<file path="config.mk">
export PLATFORM = sky130hd
export DESIGN_NAME = router_ctrl_fsm
export DESIGN_NICKNAME = d
export VERILOG_FILES = /design/src/rtl/router_pkg.sv /design/src/rtl/router_wait_timer.sv /design/src/rtl/router_ctrl_fsm.sv
export SDC_FILE = /design/constraint.sdc
export NUM_CORES = 1
export LEC_CHECK = 0
export ABC_AREA = 1
export ABC_CLOCK_PERIOD_IN_PS = 3440
export CAP_MARGIN = 10
export CORE_MARGIN = 10
export CORE_UTILIZATION = 55
export CTS_BUF_LIST = sky130_fd_sc_hd__clkbuf_8
export DETAILED_ROUTE_END_ITERATION = 12
export PLACE_DENSITY = 0.95
export SETUP_SLACK_MARGIN = 0.1
export SLEW_MARGIN = 25
export SYNTH_ARGS = -nofsm -noshare
export SYNTH_HDL_FRONTEND = slang
export SYNTH_SLANG_ARGS = --single-unit
</file>
<file path="constraint.sdc">
create_clock -name clk -period 3.44 [get_ports clk]
set_input_delay 0.516 -clock clk [delete_from_list [all_inputs] [get_ports clk]]
set_output_delay 0.516 -clock clk [all_outputs]
set_load 0.005 [all_outputs]
</file>
<file path="src/rtl/router_pkg.sv">
// router_pkg: definitions shared by the router control FSM and its wait timer.
//   state_e      - controller state encoding
//   flags_t      - the registered 1-bit status outputs of the controller
//   clog2        - ceiling log2 for parameter-derived widths
//   *_DEF        - default parameter values
package router_pkg;

   localparam int unsigned NUM_CH_DEF   = 3;
   localparam int unsigned DATA_W_DEF   = 8;
   localparam int unsigned WAIT_MAX_DEF = 255;

   typedef enum logic [3:0] {
      DECODE_ADDRESS,
      WAIT_TILL_EMPTY,
      LOAD_FIRST_DATA,
      LOAD_DATA,
      FIFO_FULL_STATE,
      LOAD_AFTER_FULL,
      LOAD_PARITY,
      CHECK_PARITY_ERROR,
      DROP_PKT
   } state_e;

   typedef struct packed {
      logic detect_add;
      logic lfd_state;
      logic ld_state;
      logic full_state;
      logic laf_state;
      logic write_enb_reg;
      logic rst_int_reg;
      logic busy;
      logic pkt_dropped;
   } flags_t;

   function automatic int unsigned clog2(input int unsigned v);
      int unsigned r;
      r = 0;
      while ((64'd1 << r) < 64'(v)) r++;
      return r;
   endfunction

   // Moore part of the status outputs; pkt_dropped depends on the transition
   // and is filled in by the caller.
   function automatic flags_t decode_flags(input state_e s);
      flags_t f;
      f               = '0;
      f.detect_add    = (s == DECODE_ADDRESS);
      f.lfd_state     = (s == LOAD_FIRST_DATA);
      f.ld_state      = (s == LOAD_DATA);
      f.full_state    = (s == FIFO_FULL_STATE);
      f.laf_state     = (s == LOAD_AFTER_FULL);
      f.rst_int_reg   = (s == CHECK_PARITY_ERROR);
      f.write_enb_reg = (s == LOAD_DATA) || (s == LOAD_PARITY) || (s == LOAD_AFTER_FULL);
      f.busy          = !((s == DECODE_ADDRESS) || (s == LOAD_DATA) || (s == DROP_PKT));
      return f;
   endfunction

endpackage

</file>
<file path="src/rtl/router_wait_timer.sv">
// router_wait_timer: counts cycles spent waiting for a destination FIFO to drain.
//   clk, rst  - clock, synchronous active-high reset
//   clr       - hold the count at zero (asserted while not waiting)
//   en        - count this cycle (asserted while waiting)
//   expired   - this waiting cycle brings the count to WAIT_MAX (never when WAIT_MAX=0)
module router_wait_timer
   import router_pkg::*;
#(
   parameter int unsigned WAIT_MAX = WAIT_MAX_DEF
) (
   input  logic clk,
   input  logic rst,
   input  logic clr,
   input  logic en,
   output logic expired
);

   localparam int unsigned      CNT_W   = (WAIT_MAX == 0) ? 1 : clog2(WAIT_MAX + 1);
   localparam logic [CNT_W-1:0] CNT_MAX = CNT_W'(WAIT_MAX);

   logic [CNT_W-1:0] cnt_q;

   always_ff @(posedge clk) begin
      if (rst || clr) begin
         cnt_q <= '0;
      end else if (en && (cnt_q != CNT_MAX)) begin
         cnt_q <= cnt_q + CNT_W'(1);
      end
   end

   // cnt_q holds completed waiting cycles, so the current one is cnt_q+1.
   assign expired = (WAIT_MAX != 0) && en && ((33'(cnt_q) + 33'd1) >= 33'(WAIT_MAX));

endmodule

</file>
<file path="src/rtl/router_ctrl_fsm.sv">
// router_ctrl_fsm: packet router controller. Decodes the header address, waits
// for the destination FIFO, sequences header/payload/parity loads and drops
// packets for invalid addresses or wait timeouts.
//   clk, rst                      - clock, synchronous active-high reset
//   pkt_valid, data_in            - incoming byte stream, address in data_in LSBs
//   parity_done, low_pkt_valid    - packet-end indications from the datapath
//   fifo_full/empty, soft_reset   - per-channel FIFO status and flush requests
//   detect_add .. pkt_dropped     - registered state-decoded status outputs
//   dest_sel                      - one-hot selected channel, zero when idle/dropping
module router_ctrl_fsm
   import router_pkg::*;
#(
   parameter int unsigned NUM_CH   = NUM_CH_DEF,
   parameter int unsigned DATA_W   = DATA_W_DEF,
   parameter int unsigned WAIT_MAX = WAIT_MAX_DEF
) (
   input  logic              clk,
   input  logic              rst,
   input  logic              pkt_valid,
   input  logic [DATA_W-1:0] data_in,
   input  logic              parity_done,
   input  logic              low_pkt_valid,
   input  logic [NUM_CH-1:0] fifo_full,
   input  logic [NUM_CH-1:0] fifo_empty,
   input  logic [NUM_CH-1:0] soft_reset,
   output logic              detect_add,
   output logic              lfd_state,
   output logic              ld_state,
   output logic              full_state,
   output logic              laf_state,
   output logic              write_enb_reg,
   output logic              rst_int_reg,
   output logic              busy,
   output logic              pkt_dropped,
   output logic [NUM_CH-1:0] dest_sel
);

   localparam int unsigned ADDR_W = clog2(NUM_CH);

   // Out-of-range addresses map to all-zero, which doubles as the validity test.
   function automatic logic [NUM_CH-1:0] to_onehot(input logic [ADDR_W-1:0] a);
      logic [NUM_CH-1:0] oh;
      oh = '0;
      for (int i = 0; i < NUM_CH; i++) begin
         if (a == ADDR_W'(i)) oh[i] = 1'b1;
      end
      return oh;
   endfunction

   state_e            state_q, state_d;
   logic [ADDR_W-1:0] addr_q, addr_d;
   flags_t            flags_q, flags_d;
   logic [NUM_CH-1:0] dest_sel_q, dest_sel_d;
   logic [NUM_CH-1:0] hdr_oh, addr_oh_q;
   logic              empty_sel, full_sel, soft_sel, wait_expired;
   logic              unused_data;

   assign hdr_oh      = to_onehot(data_in[ADDR_W-1:0]);
   assign addr_oh_q   = to_onehot(addr_q);
   assign empty_sel   = |(fifo_empty & addr_oh_q);
   assign full_sel    = |(fifo_full  & addr_oh_q);
   assign soft_sel    = |(soft_reset & addr_oh_q);
   assign unused_data = ^data_in;

   router_wait_timer #(
      .WAIT_MAX (WAIT_MAX)
   ) u_wait_timer (
      .clk     (clk),
      .rst     (rst),
      .clr     (state_q != WAIT_TILL_EMPTY),
      .en      (state_q == WAIT_TILL_EMPTY),
      .expired (wait_expired)
   );

   always_comb begin
      state_d = state_q;
      addr_d  = addr_q;
      case (state_q)
         DECODE_ADDRESS: begin
            if (pkt_valid) begin
               addr_d = data_in[ADDR_W-1:0];
               if (hdr_oh == '0)                state_d = DROP_PKT;
               else if (|(fifo_empty & hdr_oh)) state_d = LOAD_FIRST_DATA;
               else                             state_d = WAIT_TILL_EMPTY;
            end
         end
         WAIT_TILL_EMPTY: begin
            if (empty_sel)         state_d = LOAD_FIRST_DATA;
            else if (wait_expired) state_d = DROP_PKT;
         end
         LOAD_FIRST_DATA: state_d = LOAD_DATA;
         LOAD_DATA: begin
            if (full_sel)       state_d = FIFO_FULL_STATE;
            else if (!pkt_valid) state_d = LOAD_PARITY;
         end
         FIFO_FULL_STATE: begin
            if (!full_sel) state_d = LOAD_AFTER_FULL;
         end
         LOAD_AFTER_FULL: begin
            if (parity_done)        state_d = DECODE_ADDRESS;
            else if (low_pkt_valid) state_d = LOAD_PARITY;
            else                    state_d = LOAD_DATA;
         end
         LOAD_PARITY: state_d = CHECK_PARITY_ERROR;
         CHECK_PARITY_ERROR: begin
            state_d = full_sel ? FIFO_FULL_STATE : DECODE_ADDRESS;
         end
         DROP_PKT: begin
            if (!pkt_valid) state_d = DECODE_ADDRESS;
         end
         default: state_d = DECODE_ADDRESS;
      endcase
      // A flush of the active channel aborts whatever is in progress.
      if ((state_q != DECODE_ADDRESS) && soft_sel) state_d = DECODE_ADDRESS;
   end

   // Outputs are registered from the next state so they line up with state_q.
   always_comb begin
      flags_d             = decode_flags(state_d);
      flags_d.pkt_dropped = (state_d == DROP_PKT) && (state_q != DROP_PKT);
      dest_sel_d          = '0;
      if ((state_d != DECODE_ADDRESS) && (state_d != DROP_PKT)) dest_sel_d = to_onehot(addr_d);
   end

   always_ff @(posedge clk) begin
      if (rst) begin
         state_q    <= DECODE_ADDRESS;
         addr_q     <= '0;
         flags_q    <= decode_flags(DECODE_ADDRESS);
         dest_sel_q <= '0;
      end else begin
         state_q    <= state_d;
         addr_q     <= addr_d;
         flags_q    <= flags_d;
         dest_sel_q <= dest_sel_d;
      end
   end

   assign detect_add    = flags_q.detect_add;
   assign lfd_state     = flags_q.lfd_state;
   assign ld_state      = flags_q.ld_state;
   assign full_state    = flags_q.full_state;
   assign laf_state     = flags_q.laf_state;
   assign write_enb_reg = flags_q.write_enb_reg;
   assign rst_int_reg   = flags_q.rst_int_reg;
   assign busy          = flags_q.busy;
   assign pkt_dropped   = flags_q.pkt_dropped;
   assign dest_sel      = dest_sel_q;

endmodule

</file>
==> Yosys cells after proc, flatten, opt, wreduce, memory -nomap -nowiden <==
Cells that the tools add are included.
{ "op_classes": {"n_addsub": 2, "multipliers": 0, "div_mod_pow": 0, "order_cmp": 1, "n_eq_ne": 25, "shifts": 0, "mux": 25, "bitwise": 5, "reduce_logical": 24} }
{ "ops": {"columns": ["op", "n"], "rows": [
  ["2-to-1 mux 4 bit", 9],
  ["case mux 4 bit (9 select lines)", 1],
  [">= comparator 33 x 8 -> 1 bit, second input constant", 1],
  ["== test 4 x 3 -> 1 bit, second input constant", 8],
  ["== test 4 x 2 -> 1 bit, second input constant", 4],
  ["bitwise AND 3 bit", 4],
  ["OR reduction 3 bit", 4],
  ["adder 8 x 1 -> 9 bit, second input constant", 1],
  ["2-to-1 mux 1 bit", 9],
  ["2-to-1 mux 3 bit", 3],
  ["adder 8 x 1 -> 8 bit, second input constant", 1],
  ["== test 4 bit, second input constant", 2],
  ["zero test 4 bit", 2],
  ["!= test 4 bit, second input constant", 2],
  ["!= test 8 bit, second input constant", 1],
  ["nonzero test 4 bit", 2],
  ["== test 2 x 1 -> 1 bit, second input constant", 3],
  ["== test 2 bit, second input constant", 3],
  ["zero test 2 bit", 3],
  ["2-to-1 mux 2 bit", 3],
  ["logical AND 1 bit", 5],
  ["logical OR 1 bit", 5],
  ["== test 4 x 1 -> 1 bit, second input constant", 1],
  ["!= test 4 x 1 -> 1 bit, second input constant", 1],
  ["4 further kinds", 4]
]} }
{ "totals": {"reg_bits": 26, "latch_bits": 0, "mem_bits_rw": 0, "mem_bits_ro": 0, "in_bits": 22, "out_inout_bits": 12, "word_cells": 95, "mem_count": 0} }

==> Depth between registers and ports, before layout <==
{ "depth": {"word_depth": 13, "depth_mapped": 16, "mapped_depth_nobuf": 16} }

==> Cells and area by module <==
Synthesis repeated with hierarchy kept, for this count alone.
{ "hier_totals": {"hier_cells": 229, "area_unflattened_um2": 1483.9} }
{ "by_module_without_submodules": {"columns": ["mod", "instances", "cells_per_inst", "area_each_um2", "seq_area_each_um2"], "rows": [
  ["router_ctrl_fsm", 1, 154, 982.2, 360.3],
  ["router_wait_timer", 1, 75, 501.7, 160.2]
]} }

==> Worst setup path after synthesis <==
Ideal clock, no wire load.
{ "synth_path": {"path_type": "flip-flop to flip-flop", "from": "reg u_wait_timer.cnt_q[0]", "to": "reg flags_q, in the netlist busy", "setup_ps": 113, "arrival_time_ps": 1665, "t_required_ps": 3327, "path_slack_ps": 1662, "stages_incl_launch_ff": 13, "path_buffers": 0, "period_less_slack_ps": 1778, "cell_sequence": "dfxtp_1 -> inv_1 -> ha_1 -> o21bai_1 -> nand3_1 -> nor2_1 -> nand3_2 -> nand3_2 -> nand2_4 -> o21bai_1 -> nand3_2 -> nand3_2 -> nor2_1"} }
{ "synth_via": {"elab_chain_cells": 11, "word_cells_on_any_way": 13, "classes_between": "add/sub: 1; order compare: 1; eq/ne: 2; mux: 4; reduce/logical: 5"} }
{ "synth_lines": {"columns": ["item", "line", "source"], "rows": [
  ["start, declared", "router_wait_timer.sv:21", "logic [CNT_W-1:0] cnt_q;"],
  ["start signal, assigned", "router_wait_timer.sv:27", "cnt_q <= cnt_q + CNT_W'(1);"],
  ["adder 8 x 1 -> 9 bit *", "router_wait_timer.sv:32", "assign expired = (WAIT_MAX != 0) && en && ((33'(cnt_q) + 33'd1) >= 33'(WAIT_MAX));"],
  [">= comparator 33 x 8 -> 1 bit *", "router_wait_timer.sv:32", null],
  ["logical AND 1 bit *", "router_wait_timer.sv:32", null],
  ["2-to-1 mux 4 bit *", "router_ctrl_fsm.sv:89", "else if (wait_expired) state_d = DROP_PKT;"],
  ["2-to-1 mux 4 bit *", "router_ctrl_fsm.sv:88", "if (empty_sel) state_d = LOAD_FIRST_DATA;"],
  ["case mux 4 bit (9 select lines) *", "router_ctrl_fsm.sv:78", "case (state_q)"],
  ["2-to-1 mux 4 bit *", "router_ctrl_fsm.sv:114", "if ((state_q != DECODE_ADDRESS) && soft_sel) state_d = DECODE_ADDRESS;"],
  ["== test 4 x 2 -> 1 bit / zero test 4 bit (equally long branches)", "router_pkg.sv:55", "f.busy = !((s == DECODE_ADDRESS) || (s == LOAD_DATA) || (s == DROP_PKT));"],
  ["logical OR 1 bit", "router_pkg.sv:55", null],
  ["logical OR 1 bit *", "router_pkg.sv:55", null],
  ["zero test 1 bit *", "router_pkg.sv:55", null],
  ["end signal, assigned", "router_ctrl_fsm.sv:129", "flags_q <= decode_flags(DECODE_ADDRESS);"],
  ["end signal, assigned", "router_ctrl_fsm.sv:134", "flags_q <= flags_d;"],
  ["end, declared", "router_ctrl_fsm.sv:52", "flags_t flags_q, flags_d;"]
]} }
Every way passes the cells marked *; elsewhere a longest branch is shown, timed or not.
A chain may end at the register's enable or synchronous reset.

==> Final worst setup path <==
{ "layout_path": {"from": "in data_in[0]", "to": "reg dest_sel_q[2], in the netlist dest_sel[2]"} }
{ "layout_via": {"elab_chain_cells": 13, "word_cells_on_any_way": 23, "classes_between": "eq/ne: 4; mux: 11; bitwise: 2; reduce/logical: 6"} }
{ "layout_lines": {"columns": ["item", "line", "source"], "rows": [
  ["start, declared", "router_ctrl_fsm.sv:20", "input logic [DATA_W-1:0] data_in,"],
  ["== test 2 x 1 -> 1 bit, or another cell as far along", "router_ctrl_fsm.sv:45", "if (a == ADDR_W'(i)) oh[i] = 1'b1;"],
  ["2-to-1 mux 1 bit", "router_ctrl_fsm.sv:45", null],
  ["bitwise AND 3 bit", "router_ctrl_fsm.sv:83", "else if (|(fifo_empty & hdr_oh)) state_d = LOAD_FIRST_DATA;"],
  ["OR reduction 3 bit", "router_ctrl_fsm.sv:83", null],
  ["2-to-1 mux 2 bit", "router_ctrl_fsm.sv:83", null],
  ["2-to-1 mux 4 bit", "router_ctrl_fsm.sv:82", "if (hdr_oh == '0) state_d = DROP_PKT;"],
  ["2-to-1 mux 4 bit", "router_ctrl_fsm.sv:80", "if (pkt_valid) begin"],
  ["case mux 4 bit (9 select lines)", "router_ctrl_fsm.sv:78", null],
  ["2-to-1 mux 4 bit", "router_ctrl_fsm.sv:114", null],
  ["!= test 4 bit / nonzero test 4 bit (equally long branches)", "router_ctrl_fsm.sv:122", "if ((state_d != DECODE_ADDRESS) && (state_d != DROP_PKT)) dest_sel_d = to_onehot(addr_d);"],
  ["logical AND 1 bit", "router_ctrl_fsm.sv:122", null],
  ["inverter 1 bit (no line)", null, null],
  ["OR reduction 2 bit (no line)", null, null],
  ["end signal, assigned", "router_ctrl_fsm.sv:135", "dest_sel_q <= dest_sel_d;"],
  ["end, declared", "router_ctrl_fsm.sv:53", "logic [NUM_CH-1:0] dest_sel_q, dest_sel_d;"]
]} }
Parallel ways exist; a longest one is shown, timed or not.

==> metrics <==
status completed; placed cell area 1740 um2; Comb power frac 40.4%; delay-heaviest family, CP simple AND/OR/NAND/NOR gates; max cap viols 0; Slew Viols, Final 0; H-tree levels 1; post-route cell area 1810 um2; P_int 0.685 mW; per-cell routed wire length 12.2 um; Leak 0.829 nW; Remaining Overflow, GRT 0; Synth top area share 36.1%; Post-CTS Setup Inserts 0; antenna violations before repair 0; Cell Pwr Density 599 nW/um2; CP endpoint kind register; clock sink count 26; Crit path required time 3.62 ns; layout cell share with drive strength beyond 1 20.3%; global placer's final weighted congestion 0.810; fraction of registers with async set or reset after synthesis 0%; maximum VDD drop 0.000486 V; post-synthesis area per instance 7.17 um2; Core Rows 18; vias in the first global route 1398; ANT nets after route 0; core area 2500 um2; crit path max-delay cell type clkdlybuf4s50_1; Post-Syn Nets 225; largest cells by area after synthesis dfxtp_1 36%, nand2_1 10%, nand3_2 6.9%, nor2_1 6.5%, inv_1 6.3%; post-synthesis sequential area ratio 36.1%; TritonCTS clock tree done; dominant synthesized flop cell dfxtp_1; Netlist cell types 24; port buffer count 27; Switch Pwr 0.400 mW; total number of vias 1359; # resized after CTS 0; starting density of the core 57.7%; clock power share 23.3%; endpoints failing hold 0; max incr delay on CP 0.53 ns; synthesized area 1440 um2; Chip Height 71.2 um; Seq cells post-synth 26; diode count 0; global-route wire length before repair 5.74 mm; # DRC 0; critical path class in -> reg; CP Data Arrival Time 2.25 ns; TNS Setup 0 ns; first-pass detailed-route iteration total 4; minimum clock period 2.07 ns; Die X 71.2 um; EDFF count, synth 0; max_slew headroom 69.7%; RSZ-0062 raised after global routing no; Slew @ Worst Pin 0.450 ns; Mapped Cells 201; Syn. warnings 0; Starting DRT DRC Count 80; worst-skew pair later-pin latency 0.27 ns; Num CTS Buffers 3; Via density 5.21; post-synth top area cell dfxtp_1; Net Sw Frac 36.9%; CTS max path bufs 2; maximum fanout along the worst path 4; count leader, synth nand2_1; die area 5070 um2; startpoint types primary input; Area Growth Syn to Fin 25.5%; Fmax 483 MHz; global-route usage over all layers 13.2%; largest net degree at the start of global routing 16; final worst path period share 60.1%; Post-DP HPWL 2.60 mm; crit path cell chain clkdlybuf4s50_1 -> inv_1 -> o21bai_1 -> o21ai_0 -> nand2_1 -> nand3b_1 -> nor2_1 -> inv_2 -> o21bai_1 -> nand3_2 -> nand3_2 -> nor2_1; Routed WL 3.20 mm; Reg power frac 36.3%; Max Clock Skew 0.00652 ns; Hold WC Path Type reg -> reg; Commonest cells post-synth 39 x nand2_1, 26 x dfxtp_1, 25 x nor2_1; hold-fix buffers at CTS 0; CTS root buffer clkbuf_8; Clock transition at path regs 0.09 ns; CP bufs+invs 3; max reg flops 8; # IOs 34; Largest Register u_wait_timer.cnt_q; Final setup viols 0; fillers 192; nets 256
## final timing paths
path / start / end / slack [ns] / cells after the start
min: u_wait_timer.cnt_q[6]$_SDFFE_PP0P_ / u_wait_timer.cnt_q[6]$_SDFFE_PP0P_ / 0.52 / 2
max: data_in[0] / dest_sel[2]$_SDFF_PP0_ / 1.37 / 12
max reg2reg: u_wait_timer.cnt_q[0]$_SDFFE_PP0P_ / dest_sel[2]$_SDFF_PP0_ / 1.44 / 12
min reg2reg: u_wait_timer.cnt_q[6]$_SDFFE_PP0P_ / u_wait_timer.cnt_q[6]$_SDFFE_PP0P_ / 0.52 / 2
## cells by family after synthesis
family	Yosys count	synth area share [%]
AND/OR/NAND/NOR	120	44.1
buffers and inverters	33	9.11
flip-flops	26	36.1
AO/OA/AOI/OAI	17	7.12
XOR/XNOR	3	1.82
adder cells (fa/ha/maj)	2	1.74
## cell usage in the layout (no fill, tap or decap)
cell             netlist  routed
nand2_1               39      39
clkdlybuf4s50_1        0      27
dfxtp_1               26      26
nor2_1                25      25
inv_1                 24      24
nand3_1               16      16
nor2_2                11      11
nand3_2               10      10
inv_2                  8       8
nand2_2                7       7
o21ai_0                5       5
o21bai_1               4       4
nor3_1                 4       4
a21oi_1                4       4
xor2_1                 3       3
nand2_4                3       3
clkbuf_8               0       3
nor2_4                 2       2
o211ai_1               2       2
ha_1                   2       2
nand3b_1               1       1
nor3b_2                1       1
a211oi_1               1       1
o21ai_1                1       1
or2_2                  1       1
bufinv_16              0       1
## area by class of cell
class | instances | area [um2] | area share (%)
Clock buffer | 3 | 41.3 | 2.28
Tap cell | 30 | 37.5 | 2.07
Clock inverter | 1 | 30.0 | 1.66
Inverter | 32 | 120 | 6.64
Timing Repair Buffer | 27 | 270 | 14.9
Sequential cell | 26 | 520 | 28.8
Multi-Input combinational cell | 142 | 790 | 43.6
## power groups by stage
stage	clock network (mW)	logic, mW	registers, mW
after floorplan	0	0.294	0.396
after global placement	0	0.415	0.398
after detailed placement	0	0.433	0.400
after CTS	0.257	0.439	0.393
after global routing	0.270	0.491	0.401
final	0.253	0.438	0.393
## stage by stage
stage | util, % | total power, mW | worst slack, ns | hold WS [ns] | instances
floorplan | - | 0.690 | 1.66 | 0.463 | 201
global placement | 69.5 | 0.813 | 1.21 | 0.481 | 257
detailed placement | 69.5 | 0.832 | 1.08 | 0.504 | 257
CTS | 72.4 | 1.09 | 1.37 | 0.517 | 261
global route | 72.4 | 1.16 | 1.23 | 0.580 | 261
finish | 72.4 | 1.08 | 1.37 | 0.522 | 261
## tightest hold or removal path, cell delays in order (launching register included)
cell,delay (ns)
dfxtp_1,0.33
o21ai_0,0.08
a21oi_1,0.06
## layer usage
layer	vias up	part of all wire [%]	track usage (%)
li1	688	-	-
met1	629	41	12.8
met2	34	52	24.1
met3	8	5.4	4.60
met4	0	2.0	6.67
met5	-	0	0
Note: power is estimated with default switching activity, not from simulation.
